[src/rtl/div_unit.sv]
// rtl/div_unit.sv - iterative restoring divider, unsigned/signed, one quotient bit per clock.
// Optional DIV_ZERO_FAST_EN: a zero divisor skips the iteration phase.
module div_unit #(
    parameter int N_BIT = 8
) (
    input  logic             clk_in,
    input  logic             rst_in,
    input  logic             start_in,
    input  logic             signed_in,
    input  logic [N_BIT-1:0] dividend_in,
    input  logic [N_BIT-1:0] divisor_in,
    output logic             busy_out,
    output logic             done_out,
    output logic [N_BIT-1:0] quot_out,
    output logic [N_BIT-1:0] rem_out,
    output logic             div_zero_out
);

    localparam int CW = $clog2(N_BIT + 1);

    typedef enum logic [1:0] {
        S_IDLE,
        S_CALC,
        S_FIX
    } state_t;

    state_t           state_q, state_d;
    logic [N_BIT-1:0] acc_q, acc_d;
    logic [N_BIT-1:0] prem_q, prem_d;
    logic [N_BIT-1:0] dvs_q, dvs_d;
    logic [N_BIT-1:0] orig_q, orig_d;
    logic [CW-1:0]    cnt_q, cnt_d;
    logic             qneg_q, qneg_d;
    logic             rneg_q, rneg_d;
    logic             zero_q, zero_d;
    logic [N_BIT-1:0] quot_q, quot_d;
    logic [N_BIT-1:0] remo_q, remo_d;
    logic             dz_q, dz_d;
    logic             done_q, done_d;
    logic             busy_q, busy_d;

    logic [N_BIT-1:0] a_mag, b_mag;
    logic [N_BIT:0]   shifted, trial;
    logic             trial_ok;

    // Negating the most negative value wraps to itself, which read unsigned is the exact magnitude.
    assign a_mag = (signed_in && dividend_in[N_BIT-1]) ? (~dividend_in + 1'b1) : dividend_in;
    assign b_mag = (signed_in && divisor_in[N_BIT-1])  ? (~divisor_in + 1'b1)  : divisor_in;

    // Partial remainder stays below the divisor, so the N_BIT+1 bit difference sign is exact.
    assign shifted  = {prem_q, acc_q[N_BIT-1]};
    assign trial    = shifted - {1'b0, dvs_q};
    assign trial_ok = ~trial[N_BIT];

    always_comb begin
        state_d = state_q;
        acc_d   = acc_q;
        prem_d  = prem_q;
        dvs_d   = dvs_q;
        orig_d  = orig_q;
        cnt_d   = cnt_q;
        qneg_d  = qneg_q;
        rneg_d  = rneg_q;
        zero_d  = zero_q;
        quot_d  = quot_q;
        remo_d  = remo_q;
        dz_d    = dz_q;
        done_d  = 1'b0;
        case (state_q)
            S_IDLE: begin
                if (start_in) begin
                    acc_d   = a_mag;
                    prem_d  = '0;
                    dvs_d   = b_mag;
                    orig_d  = dividend_in;
                    qneg_d  = signed_in & (dividend_in[N_BIT-1] ^ divisor_in[N_BIT-1]);
                    rneg_d  = signed_in & dividend_in[N_BIT-1];
                    zero_d  = (divisor_in == '0);
                    cnt_d   = CW'(N_BIT);
                    state_d = S_CALC;
`ifdef DIV_ZERO_FAST_EN
                    if (divisor_in == '0) begin
                        cnt_d   = '0;
                        state_d = S_FIX;
                    end
`endif
                end
            end
            S_CALC: begin
                acc_d  = {acc_q[N_BIT-2:0], trial_ok};
                prem_d = trial_ok ? trial[N_BIT-1:0] : shifted[N_BIT-1:0];
                cnt_d  = cnt_q - CW'(1);
                if (cnt_q == CW'(1)) begin
                    state_d = S_FIX;
                end
            end
            S_FIX: begin
                done_d  = 1'b1;
                state_d = S_IDLE;
                if (zero_q) begin
                    quot_d = '1;
                    remo_d = orig_q;
                    dz_d   = 1'b1;
                end else begin
                    quot_d = qneg_q ? (~acc_q + 1'b1) : acc_q;
                    remo_d = rneg_q ? (~prem_q + 1'b1) : prem_q;
                    dz_d   = 1'b0;
                end
            end
            default: begin
                state_d = S_IDLE;
            end
        endcase
        busy_d = (state_d != S_IDLE);
    end

    always_ff @(posedge clk_in or posedge rst_in) begin
        if (rst_in) begin
            state_q <= S_IDLE;
            acc_q   <= '0;
            prem_q  <= '0;
            dvs_q   <= '0;
            orig_q  <= '0;
            cnt_q   <= '0;
            qneg_q  <= 1'b0;
            rneg_q  <= 1'b0;
            zero_q  <= 1'b0;
            quot_q  <= '0;
            remo_q  <= '0;
            dz_q    <= 1'b0;
            done_q  <= 1'b0;
            busy_q  <= 1'b0;
        end else begin
            state_q <= state_d;
            acc_q   <= acc_d;
            prem_q  <= prem_d;
            dvs_q   <= dvs_d;
            orig_q  <= orig_d;
            cnt_q   <= cnt_d;
            qneg_q  <= qneg_d;
            rneg_q  <= rneg_d;
            zero_q  <= zero_d;
            quot_q  <= quot_d;
            remo_q  <= remo_d;
            dz_q    <= dz_d;
            done_q  <= done_d;
            busy_q  <= busy_d;
        end
    end

    assign busy_out     = busy_q;
    assign done_out     = done_q;
    assign quot_out     = quot_q;
    assign rem_out      = remo_q;
    assign div_zero_out = dz_q;

endmodule

[config.mk]
export PLATFORM = sky130hd
export DESIGN_NAME = div_unit
export DESIGN_NICKNAME = d
export VERILOG_FILES = /design/src/rtl/div_unit.sv
export SDC_FILE = /design/constraint.sdc
export NUM_CORES = 1
export LEC_CHECK = 0
export CAP_MARGIN = 10
export CELL_PAD_IN_SITES_DETAIL_PLACEMENT = 1
export CELL_PAD_IN_SITES_GLOBAL_PLACEMENT = 1
export CORE_ASPECT_RATIO = 0.9
export CORE_MARGIN = 1.5
export CORE_UTILIZATION = 38
export DETAILED_ROUTE_END_ITERATION = 16
export HOLD_SLACK_MARGIN = 0.15
export PLACE_DENSITY_LB_ADDON = 0.1
export SLEW_MARGIN = 25
export SYNTH_ARGS = -nofsm -noshare
export SYNTH_HDL_FRONTEND = slang
export SYNTH_SLANG_ARGS = --single-unit
export TNS_END_PERCENT = 50
[constraint.sdc]
create_clock -name clk_in -period 5.82 [get_ports clk_in]
set_input_delay 1.164 -clock clk_in [delete_from_list [all_inputs] [get_ports clk_in]]
set_output_delay 1.164 -clock clk_in [all_outputs]
set_load 0.1 [all_outputs]
# ---- Yosys cells after proc, flatten, opt, wreduce, memory -nomap -nowiden
# Index checks and enable logic that the tools add are counted.
dict set report classes {
  addsub 6
  multipliers 0
  div 0
  n_lt_le_gt_ge 0
  n_eq_ne 4
  shifts 0
  muxes 18
  bitwise_logic 8
  reduce_logical 8
}
# op n
set ops {}
lappend ops {{$mux 8} 9}
lappend ops {{$add 8x1->8 const B} 4}
lappend ops {{$not 8->8} 4}
lappend ops {{$pmux 8 s2} 2}
lappend ops {{$sub 9x8->9} 1}
lappend ops {{$logic_not 8->1} 1}
lappend ops {{$pmux 4 s2} 1}
lappend ops {{$eq 4x1->1 const B} 1}
lappend ops {{$mux 2} 2}
lappend ops {{$mux 4} 1}
lappend ops {{$pmux 2 s2} 1}
lappend ops {{$reduce_and 2->1} 2}
lappend ops {{$reduce_bool 2->1} 2}
lappend ops {{$sub 4x1->4 const B} 1}
lappend ops {{$and 1x1->1} 2}
lappend ops {{$eq 2x1->1 const B} 1}
lappend ops {{$eq 2x2->1 const B} 1}
lappend ops {{$logic_and 1x1->1} 2}
lappend ops {{$logic_not 2->1} 1}
lappend ops {{$mux 1} 2}
lappend ops {{$ne 2x2->1 const B} 1}
lappend ops {{$not 1->1} 1}
lappend ops {{$xor 1x1->1} 1}
dict set report word_totals {
  ff_bits 60
  latch_bits 0
  mem_bits_rw 0
  romBits 0
  mem_count 0
}

# ---- Logic depth before layout (Yosys ltp)
dict set report logic_depth {
  depth_word 5
  ltp_mapped 8
  mapped_depth_nobuf 8
}

# ---- Least setup slack after synthesis
# No wires, ideal clock.
dict set report synth_path {
  path_type {input -> register}
  start {input divisor_in[0]}
  end {register zero_q}
  arrival_ns 2.279
  required_time_ns 5.737
  path_slack_ns 3.458
  path_stages 5
  path_cell_list {inv_1 ha_1 nor3b_1 or4b_2 o21ai_0}
}
dict set report synth_between {
  elab_chain_cells 1
}
# item line_no
set synth_lines {}
lappend synth_lines {{start, declared} 11} ;# input logic [N_BIT-1:0] divisor_in,
lappend synth_lines {{$logic_not 8->1} 78} ;# zero_d = (divisor_in == '0);
lappend synth_lines {{end signal, assigned} 142} ;# zero_q <= zero_d;
lappend synth_lines {{end, declared} 35} ;# logic zero_q, zero_d;
# Every way passes these cells.
# A chain may end at the register's enable or synchronous reset.

# ---- Worst setup path after layout
dict set report layout_path {
  start {register quot_q[4] (netlist: quot_out[4])}
  end {output quot_out[4]}
}
# item line_no
set layout_lines {}
lappend layout_lines {{start, declared} 36} ;# logic [N_BIT-1:0] quot_q, quot_d;
lappend layout_lines {{start signal, assigned} 143} ;# quot_q <= quot_d;
lappend layout_lines {{end, declared} 14} ;# output logic [N_BIT-1:0] quot_out,
# No word-level cell between the ends.

==> impl_results.md <==
- Slew @ Worst Pin: about 980 ps
- Status: finished, final reports clean
- Hold_buf cts: 0
- Most used DFF post-synth: dfrtp_1
- Filler Cells Inserted: 1065
- Syn_nets: 429
- DP HPWL: about 6900 um
- CTS tree: built
- Final layout net count: around 460
- Crit path DAT: 1840 ps
- Synth async-reset ratio: between 90% and 100%
- Max Slew Vio Count: 0
- Post-cts sizing count: 0
- RSZ-0062 raised after global routing: no
- Met1 GRT Util: 27.6%
- Bufs and invs on worst path: 1
- Most common cell after layout, fill and taps aside: nand2_1
- CP max FO: 2
- Reg2reg start: prem_q[4]$_DFFE_PP0P_
- Reg2reg end: prem_q[5]$_DFFE_PP0P_
- CP Capture Type: output pin
- Vias: 2953
- GR Layer Usage met3: between 3 and 4%
- Port bufs: 38
- RD Place Congestion: 0.799
- CTS max path bufs: 2
- Syn-to-layout area delta: 19.8%
- Clk sinks: 60
- Post-route ant nets: 0
- Tmin final: 3010 ps
- Die height: 94.1 um
- Crit-path leading delay family: buffers and inverters
- Busiest layer in global routing: met2
- TritonCTS buffer count: 9
- Clock insertion delay at the later pin of the skew report: 340 ps
- Drt first pass iters: 4
- Routing usage on met2: roughly 33%
- Initial core utilization: 38.7%
- Post-Syn Area: 0.00350 sq mm
- Commonest cells after routing, fill and taps aside: 61 x nand2_1, 60 x dfrtp_1, 38 x clkdlybuf4s50_1, 37 x o21ai_0, 35 x nor2_1
- Post-synth EDFFs: 0
- WP data required: between 4000 and 5000 ps
- Fin Clk Skew: between 10 and 15 ps
- # DRC: 0
- Endpoints failing setup: 0
- H-tree levels: 3
- Max Freq: 333 MHz
- WL/cell: 16.6 um
- CP Launch Type: flop
- Vias in the first global route: 2996
- Seq/Total Area, Yosys: 42.9%
- Setup TNS: 0 ps
- Core Area: between 0.009 and 0.01 sq mm
- Max Cap Violations: 0
- Ant diodes: 0
- Hold endpoint: orig_q[7]$_DFFE_PP0P_
- Cells after synthesis: just under 400
- Synth Register Bits: 60
- Setup CP Type: reg -> out
- Number of synthesis warnings: 0
- CP cell instances: clkdlybuf4s50_1
- Fraction of layout cells with a size suffix above 1: around 6.2%
- Setup bufs post-CTS: 0
- WHS Path Cells: 2
- WL final: 9220 um
- Hold path startpoint: orig_q[7]$_DFFE_PP0P_
- Worst R2R Path Depth: 6
- Worst path slowest cell: clkdlybuf4s50_1
- Hold WC Path Type: reg -> reg
- Total Die Area: about 0.01 sq mm
- Largest net degree at the start of global routing: 61
- # rows: 33
- Delay of the slowest critical-path stage: 1150 ps
- Die X: around 100 um
- Inst Count DP: between 500 and 600
- Clock-pin slew on the worst setup and hold paths: 70 ps
- First-pass GRT wire length: 15300 um
- Final Hold Fails: 0
- Crit share post-route: 51.6%
- Vias per cell: 5.32
- Aggregate global routing overflow: 0
- Root Buffer: clkbuf_8
- Initial antenna violation count: 0
- Worst rel slew slack: 34.6%
- # IOs: 39
- Initial DRC count: 93
- Avg Synthesized Cell Area: 8.89 sq um
- GR Util All Layers: roughly a fifth
- Synth cell types: 54
- FF-to-FF setup slack: ~3200 ps
- Non-Filler Instances: between 500 and 600
## worst max-delay path by stage
| stage | slack [ps] | from | endpoint | depth (start not counted) |
|---|---|---|---|---|
| 3_5_place_dp | 2520 | start_in | zero_q$_DFFE_PP0P_ | 4 |
| 2_1_floorplan | 3170 | rst_in | acc_q[0]$_DFFE_PP0P_ | 1 |
| 6_report | 2810 | quot_out[4]$_DFFE_PP0P_ | quot_out[4] | 1 |
| 3_3_place_gp | 2560 | start_in | zero_q$_DFFE_PP0P_ | 4 |
| 4_1_cts | 2790 | quot_out[5]$_DFFE_PP0P_ | quot_out[5] | 1 |
| 5_1_grt | 2710 | start_in | zero_q$_DFFE_PP0P_ | 4 |
## routing by layer
metal | vias up | part of all wire, % | routed length (um)
met5 | - | 0 | 0
met4 | 0 | 0.89 | 82
met3 | 10 | 2.0 | 187
met2 | 31 | 47 | 4290
met1 | 1467 | 51 | 4660
li1 | 1445 | - | -
## synthesized netlist by cell type, types with 3 or more instances
cell	instances	area, sq um
clkbuf_1	13	48.8
o21ai_0	37	185
a211oi_1	3	22.5
xor2_1	10	87.6
o31ai_1	3	22.5
ha_1	14	175
nand3_1	11	55.1
a21oi_1	13	65.1
a22oi_1	5	37.5
nor4_1	3	18.8
nor2b_1	3	18.8
o211ai_1	8	60.1
a31oi_1	12	75.1
nand2b_1	5	31.3
mux2i_1	6	60.1
xnor2_1	16	140
inv_1	26	97.6
nand2_1	61	229
nor3_1	6	30.0
dfrtp_1	60	1500
nor2_1	35	131
## registers in the layout (all words and copies together), names as in the netlist
register / count
orig_q: 8
dvs_q: 8
state_q: 2
div_zero_out: 1
quot_out: 8
cnt_q: 4
acc_q: 8
prem_q: 8
rneg_q: 1
rem_out: 8
busy_out: 1
zero_q: 1
done_out: 1
qneg_q: 1
## through the flow
| step | setup slack (ps) | hold WS, ps | area [sq um] | utilization, % |
|---|---|---|---|---|
| final | 2810 | 480 | 4200 | 46.4 |
| after global routing | 2710 | 520 | 4200 | 46.4 |
| after CTS | 2790 | 483 | 4200 | 46.4 |
| after detailed placement | 2520 | 468 | 3950 | 43.6 |
| after global placement | 2560 | 461 | 3950 | 43.6 |
| after floorplan | 3170 | 440 | 3500 | - |
## area by class of cell
class	count	area (sq um)	share of cell area, %
multi-input cells	291	1800	42.9
flip-flops and latches	60	1500	35.8
repair buffers	40	395	9.42
clock buffers	12	155	3.70
well taps	122	153	3.64
inverters	26	97.6	2.33
clock inverters	4	95.1	2.27
## logic make-up (layout without fill, tap and decap cells)
logic type / Yosys count / in the layout / share of synthesized area [%]
flops: 60 / 60 / 42.9
buf+inv: 43 / 82 / 5.79
mux: 7 / 7 / 2.14
simple gates: 140 / 140 / 18.2
fa+ha+maj: 15 / 15 / 5.57
compound gates: 103 / 103 / 18.9
xor+xnor: 26 / 26 / 6.50
Power is not shown: default switching activity piles up to over one toggle a cycle in this logic, so the estimate is an artifact.
